`config.mk`:
```
export PLATFORM = sky130hd
export DESIGN_NAME = vec_cache_tag_wr_ctrl
export DESIGN_NICKNAME = d
export VERILOG_FILES = /design/src/rtl/vec_cache_tag_wr_ctrl.sv
export SDC_FILE = /design/constraint.sdc
export NUM_CORES = 1
export LEC_CHECK = 0
export ABC_CLOCK_PERIOD_IN_PS = 2700
export CAP_MARGIN = 20
export CORE_ASPECT_RATIO = 0.5
export CORE_MARGIN = 3
export CORE_UTILIZATION = 43
export CTS_CLUSTER_SIZE = 14
export DETAILED_ROUTE_END_ITERATION = 6
export HOLD_SLACK_MARGIN = 0.08
export PLACE_DENSITY_LB_ADDON = 0.08
export SLEW_MARGIN = 20
export SYNTH_ARGS = -nofsm -noshare
export SYNTH_HDL_FRONTEND = slang
export SYNTH_SLANG_ARGS = --single-unit
```
`constraint.sdc`:
```
create_clock -name clk -period 2.7 [get_ports clk]
set_clock_uncertainty 0.2 [all_clocks]
set_input_delay 0.675 -clock clk [delete_from_list [all_inputs] [get_ports clk]]
set_output_delay 0.675 -clock clk [all_outputs]
set_load 0.1 [all_outputs]
```
`src/rtl/vec_cache_tag_wr_ctrl.sv`:
```
`default_nettype none
// ============================================================================
//  Module  : vec_cache_tag_wr_ctrl
//  Brief   : Drains the write-tag buffer into the single-port tag SRAM.
//  Revision: 1.0
// ============================================================================
module vec_cache_tag_wr_ctrl #(
  parameter int INDEX_W    = 8,
  parameter int TAG_W      = 20,
  parameter int WAY_NUM    = 8,
  parameter int STARVE_MAX = 8,
  localparam int WAY_W     = (WAY_NUM > 1) ? $clog2(WAY_NUM) : 1,
  localparam int PLD_W     = INDEX_W + TAG_W + WAY_W
) (
  input  logic               clk,
  input  logic               rst_n,
  input  logic               wr_tag_buf_vld,
  input  logic [PLD_W-1:0]   wr_tag_buf_pld,   // {index, tag, way}
  output logic               buf_clean_en,
  input  logic               rd_req_vld,
  input  logic [INDEX_W-1:0] rd_req_index,
  output logic               rd_req_rdy,
  output logic               rd_hazard,
  output logic               tag_ram_wr_en,
  output logic [INDEX_W-1:0] tag_ram_wr_index,
  output logic [WAY_NUM-1:0] tag_ram_wr_way_en,
  output logic [TAG_W:0]     tag_ram_wr_data,
  output logic               tag_wr_busy,
  output logic               tag_wr_done
);

  localparam int CNT_W = $clog2(STARVE_MAX + 1);

  typedef enum logic [1:0] {
    S_IDLE  = 2'd0,
    S_WAIT  = 2'd1,
    S_WRITE = 2'd2,
    S_CLEAN = 2'd3
  } state_t;

  state_t             r_state;
  state_t             w_state_nxt;
  logic [CNT_W-1:0]   r_starve_cnt;
  logic [CNT_W-1:0]   w_starve_cnt_nxt;
  logic               w_capture;
  logic [INDEX_W-1:0] r_index;
  logic [TAG_W-1:0]   r_tag;
  logic [WAY_W-1:0]   r_way;

  logic [INDEX_W-1:0] w_pld_index;
  logic [TAG_W-1:0]   w_pld_tag;
  logic [WAY_W-1:0]   w_pld_way;
  logic               w_idle;
  logic               w_write;
  logic               w_starved;
  logic               w_rd_ok;

  assign {w_pld_index, w_pld_tag, w_pld_way} = wr_tag_buf_pld;

  assign w_idle    = (r_state == S_IDLE);
  assign w_write   = (r_state == S_WRITE);
  assign w_starved = (r_state == S_WAIT) && (r_starve_cnt == CNT_W'(STARVE_MAX));

  always_ff @(posedge clk or negedge rst_n) begin
    if (!rst_n) begin
      r_state      <= S_IDLE;
      r_starve_cnt <= '0;
    end else begin
      r_state      <= w_state_nxt;
      r_starve_cnt <= w_starve_cnt_nxt;
    end
  end

  // The buffer payload flop re-samples every cycle, so it is only trusted in IDLE.
  always_ff @(posedge clk or negedge rst_n) begin
    if (!rst_n) begin
      r_index <= '0;
      r_tag   <= '0;
      r_way   <= '0;
    end else if (w_capture) begin
      r_index <= w_pld_index;
      r_tag   <= w_pld_tag;
      r_way   <= w_pld_way;
    end
  end

  always_comb begin
    w_state_nxt      = r_state;
    w_starve_cnt_nxt = r_starve_cnt;
    w_capture        = 1'b0;
    case (r_state)
      S_IDLE: begin
        if (wr_tag_buf_vld) begin
          w_capture        = 1'b1;
          w_starve_cnt_nxt = '0;
          w_state_nxt      = S_WAIT;
        end
      end
      S_WAIT: begin
        if (!rd_req_vld || w_starved) begin
          w_state_nxt = S_WRITE;
        end else begin
          w_starve_cnt_nxt = r_starve_cnt + 1'b1;
        end
      end
      S_WRITE: w_state_nxt = S_CLEAN;
      S_CLEAN: w_state_nxt = S_IDLE;
      default: w_state_nxt = S_IDLE;
    endcase
  end

  // In IDLE the hazard comes from the buffer itself, since nothing is latched yet.
  assign rd_hazard = rd_req_vld &
                     ((w_idle & wr_tag_buf_vld & (rd_req_index == w_pld_index)) |
                      (~w_idle & (rd_req_index == r_index)));

  assign w_rd_ok    = rd_req_vld & ~rd_hazard;
  assign rd_req_rdy = w_rd_ok & ~w_write & ~w_starved;

  assign tag_ram_wr_en     = w_write;
  assign tag_ram_wr_index  = w_write ? r_index : '0;
  assign tag_ram_wr_way_en = w_write ? (WAY_NUM'(1) << r_way) : '0;
  assign tag_ram_wr_data   = w_write ? {1'b1, r_tag} : '0;
  assign buf_clean_en      = (r_state == S_CLEAN);
  assign tag_wr_done       = (r_state == S_CLEAN);
  assign tag_wr_busy       = ~w_idle;

endmodule
`default_nettype wire

```
==> impl_metrics.json <==
{
  "status": "finished, violations left",
  "failed_checks": "negative setup slack",
  "final_min_period_over_clock_period": 1.00,
  "r2r-end": "r_state[1]",
  "worstPathRequired_ns": 1.82,
  "final_antenna_net_count": 0,
  "crit_buf_inv": 3,
  "hold_buffers": 0,
  "ys_seq_area_frac": 0.448,
  "routed_wl_um": 6100,
  "grt_pass1_wl_um": 8600,
  "wl_per_cell_um": 17.5,
  "slew_headroom": 0.435,
  "hold_slack_ns": 0.279,
  "wirelength_met1_um": 2380,
  "dpl_cell_area_sq_um": 3600,
  "io_buffers": 85,
  "drc_errors": 0,
  "first_iter_violations": 52,
  "gp_congestion": 0.798,
  "dp_hpwl_um": 3980,
  "syn-num-nets": 231,
  "path_clk_slew_ns": 0.08,
  "async_reset_ff_frac": 1.00,
  "area_growth_pct": 88.1,
  "yosys_register_bits": 37,
  "rr_startpoint": "r_state[1]",
  "crit_family": "buffers and inverters",
  "wl_met2_um": 3270,
  "numCtsBuffers": 5,
  "antennaDiodeCount": 0,
  "dr.pass1.iters": 4,
  "initial_utilization": 0.458,
  "n_fill_cell": 217,
  "die_area_sq_um": 5720,
  "critPathMaxFanout": 5,
  "die_x_um": 104,
  "cts.path.max_buffers": 2,
  "synth_edf_count": 0,
  "cts_root_buf": "clkbuf_8",
  "cts_tree": "done",
  "drv_slew": 0,
  "critical-path-max-stage-delay_ns": 0.38,
  "crit_path_start_kind": "flip-flop",
  "yosysWarnings": 0,
  "cts_sinks": 37,
  "syn_area_per_cell_sq_um": 11.4,
  "synth.distinct_cells": 29,
  "max-cap-violations": 0,
  "num_vias": 1764,
  "fin_area_sq_um": 3880,
  "overflow": 0,
  "ff_latch_area_sq_um": 927,
  "layout-drive-gt1-share": 0.635,
  "worstSkewPairLatency_ns": 0.29,
  "vias_per_cell": 5.07,
  "synth.cell_area_sq_um": 2070,
  "grt_usage": 0.196,
  "grt_max_degree": 38,
  "multi_input_area_sq_um": 1390,
  "grt_setup_unrepaired": "yes",
  "post-place-ws_ns": -0.382,
  "cp.arrival_ns": 1.83,
  "antenna_found_initial": 0,
  "hold_viol_final": 0,
  "hp-class": "in2async",
  "tightest_slew_ns": 0.847,
  "reg2reg_depth": 7,
  "regToRegSetupSlack_ns": 0.67,
  "routed.top_layer": "met4",
  "core_area_sq_um": 4510,
  "first_global_vias": 1784,
  "cp_cell_sequence": "inv_2, ha_4, buf_4, nor4_4, o21a_4, buf_12",
  "critPathSlowestCell": "dfrtp_1",
  "layout.nets": 331,
  "postSynthCellCount": 181,
  "clock.fmax_ghz": 0.369,
  "critical_path_class": "reg2out",
  "min_period_ns": 2.71,
  "worst_slack_ns": -0.00852,
  "utilization": 0.862,
  "synthFlopType": "dfrtp_1",
  "cp-end-kind": "primary output",
  "met3_length_um": 385,
  "rows": 17,
  "setup_viol": 1,
  "htree_levels": 2,
  "die_h_um": 55.0,
  "ioPinCount": 86
}
==> worst register-to-register path: cells and delay by family (launching register included) <==
kind | cells | cell delay [ns]
AO/OA/AOI/OAI | 1 | 0.17
adder cells (fa/ha/maj) | 1 | 0.22
multiplexers | 1 | 0.34
AND/OR/NAND/NOR | 2 | 0.30
flip-flops | 1 | 0.44
buffers and inverters | 2 | 0.25
==> cells in the mapped netlist (all sizes together), types with 3 or more instances <==
master,n,area (sq um)
nor3,3,15.0
nand3,4,20.0
ha,7,87.6
and2,29,184
clkbuf,3,11.3
nand2b,4,25.0
mux2,33,372
a22o,3,26.3
nand4,5,31.3
o21ai,4,20.0
inv,5,18.8
nor2,9,33.8
buf,6,41.3
dfrtp,37,926
xnor2,14,123
nand2,3,11.3
==> flip-flops by register name, indices dropped and copies added, names as in the netlist <==
signal and cells:
r_state 2, r_way 3, r_tag 20, r_index 8, r_starve_cnt 4
==> routing by layer <==
layer	vias up	global-route usage
li1	805	-
met1	897	0.218
met2	55	0.375
met3	7	0.0707
met4	0	0.0464
met5	-	0
==> layout make-up <==
type / instances / share of cell area
clock inverters: 2 / 0.00998
multi-input cells: 130 / 0.357
inverters: 5 / 0.00548
flip-flops and latches: 37 / 0.239
repair buffers: 102 / 0.348
well taps: 66 / 0.0213
clock buffers: 6 / 0.0187
==> how the worst max path moves through the flow <==
| stage | startpoint | endpoint | slack (ns) | cells past startpoint |
|---|---|---|---|---|
| detailed placement | rd_req_index[7] | rd_req_rdy | -0.38 | 7 |
| global placement | rd_req_index[4] | rd_hazard | -0.33 | 7 |
| floorplan | r_state[1] | rd_req_rdy | -0.23 | 6 |
| finish | r_state[0] | rd_hazard | -0.009 | 6 |
| global route | r_state[0] | rd_req_rdy | -0.08 | 7 |
| CTS | wr_tag_buf_pld[25] | rd_req_rdy | 0.0008 | 7 |
==> layout by cell type, fill, tap and decap left out, drive strengths merged, types with 2 or more instances in the layout <==
| cell | instances |
|---|---|
| a22o | 3 |
| and2 | 29 |
| buf | 77 |
| clkbuf | 6 |
| clkdlybuf4s50 | 24 |
| dfrtp | 37 |
| ha | 7 |
| inv | 5 |
| mux2 | 33 |
| mux2i | 2 |
| nand2 | 3 |
| nand2b | 4 |
| nand3 | 4 |
| nand4 | 5 |
| nor2 | 9 |
| nor3 | 3 |
| nor4 | 2 |
| o21ai | 4 |
| xnor2 | 14 |
| xor2 | 2 |
==> metrics by stage <==
step	cells	TNS, ns
3_3_place_gp	329	-0.661
6_report	348	-0.00852
5_1_grt	348	-0.192
3_5_place_dp	329	-0.721
2_1_floorplan	181	-0.346
4_1_cts	340	0
==> what timing repair did <==
item,CTS,global route
setup endpoints to repair,14,2
resized for setup,86,5
setup buffers,5,8
pin swaps,19,6
==> cells by family after synthesis <==
logic type,count (synthesis),share of synthesized area
simple gates,63,0.184
flops,37,0.448
mux,35,0.190
xor+xnor,16,0.0678
buf+inv,14,0.0345
compound gates,9,0.0339
fa+ha+maj,7,0.0424
Power is left out: the tool's default activity adds up to more than one toggle a clock period on the data nets, which glitch-free logic cannot reach.
==> patch, RTL diff (config.mk and constraints unchanged) <==
`INDEX_W`: 8 -> 7.
--- a/src/rtl/vec_cache_tag_wr_ctrl.sv
+++ b/src/rtl/vec_cache_tag_wr_ctrl.sv
@@ -6,5 +6,5 @@
 // ============================================================================
 module vec_cache_tag_wr_ctrl #(
-  parameter int INDEX_W    = 8,
+  parameter int INDEX_W    = 7,
   parameter int TAG_W      = 20,
   parameter int WAY_NUM    = 8,
Ports: changed (resized rd_req_index, tag_ram_wr_index and wr_tag_buf_pld); port bits go from 86 to 83. The function was not compared with the original's and may differ.
==> patch against the unedited design <==
- cell area fell by 10%
- fmax rose by 1.8%
- sequential cell count fell by 1
- worst setup slack improved by 0.047 ns
- global-route usage rose by 1.7 points
- synthesized area fell by 3.8%
- worst hold slack got worse by 0.0056 ns
- routed wire length fell by 11%
- largest cell class is now non-clock buffers
Power is left out: the tool's default activity adds up to more than one toggle a clock period on the data nets, which glitch-free logic cannot reach.
==> patch: results (changes against the unedited design) <==
| Result | This run | vs unedited |
|:---|:---|:---|
| Run status | finished, final reports clean |  |
| Crit path launch | rd_req_index[1] |  |
| Synthesized Nets | 229 | -0.87% |
| Number of setup buffers added after CTS | 4 | -1 |
| Metal-1 WL | 2.27 mm | -4.8% |
| Cell Rows | 16 | -1 |
| Fraction of the cycle the final worst path needs | 98.6% | -1.7 points |
| Fraction of layout cells with a size suffix above 1 | 42.5% | -21 points |
| WP data arrival | 1.79 ns | -0.04 ns |
| Delay of the slowest cell on the worst path | 0.23 ns | -0.15 ns |
| Global placer's final weighted congestion | 0.857 | +7.4% |
| Routed len/inst | 16.7 µm | -4.9% |
| Placed Cells | 314 | -4.6% |
| Met2 Use GR | 38.6% | +1.1 points |
| Worst reg2reg path startpoint | r_state[0] |  |
| Wire length on met2 | 2.83 mm | -13% |
| Multi-input gate share of the layout cell area | 33.0% | -2.7 points |
| Biggest registers after layout | r_tag x20, r_index x7, r_starve_cnt x4 |  |
| Fraction of standard cell area that is sequential | 25.8% | +1.9 points |
| R2R setup slack | 0.89 ns | +0.22 ns |
| Buffers outside the clock class | 93 | -8.8% |
| Post-detailed-placement cell area | 3360 µm² | -6.7% |
| Via count of the first global-routing pass | 1,702 | -4.6% |
| Most area-consuming cells after synthesis | sky130_fd_sc_hd__dfrtp_1 (45%), sky130_fd_sc_hd__mux2_1 (17%), sky130_fd_sc_hd__and2_1 (8.5%) |  |
| Total detailed-routing wirelength | 5.45 mm | -11% |
| Count of inverters other than clock inverters in the layout | 6 | +1 |
| Distinct cells, synth | 31 | +6.9% |
| Worst slack after detailed placement | -0.402 ns | -0.0202 ns |
| Count of instances resized after the clock tree is built | 46 | -47% |
| Fraction of cell area in non-clock buffers | 35.5% | +0.66 points |
| Port buffer count | 82 | -3.5% |
| Average cell area after synthesis | 11.0 µm² | -3.8% |
| Maximum number of pins on one net before global-route repair | 37 | -2.6% |
| Sequential area share after synthesis | 45.3% | +0.49 points |
| Total global-route track usage | 21.2% | +1.7 points |
| CP max stage cell | sky130_fd_sc_hd__nor4_1 |  |
| Fill cell instance count of the final layout | 258 | +19% |
| GRT met1 Usage | 25.7% | +3.9 points |
| Register-to-Register Path Depth | 5 | -2 |
==> patch: cell types whose count changed in the layout (fill, tap and decap cells not counted), moves of 7 or more <==
| cell | before | now |
|---|---|---|
| sky130_fd_sc_hd__mux2_1 | 2 | 30 |
| sky130_fd_sc_hd__and2_1 | 0 | 7 |
| sky130_fd_sc_hd__mux2_2 | 31 | 1 |
| sky130_fd_sc_hd__nand2_1 | 1 | 8 |
| sky130_fd_sc_hd__buf_2 | 14 | 7 |
| sky130_fd_sc_hd__xnor2_2 | 7 | 0 |
| sky130_fd_sc_hd__and2_2 | 28 | 20 |
| sky130_fd_sc_hd__xor2_1 | 0 | 13 |
==> patch: cells by family after synthesis <==
group                    after synthesis  synth area share, %
AND/OR/NAND/NOR                       68                 18.8
flip-flops                            36                 45.3
multiplexers                          32                 18.1
buffers and inverters                 15                 4.40
XOR/XNOR                              14                 6.17
AO/OA/AOI/OAI                          9                 2.83
adder cells (fa/ha/maj)                7                 4.41
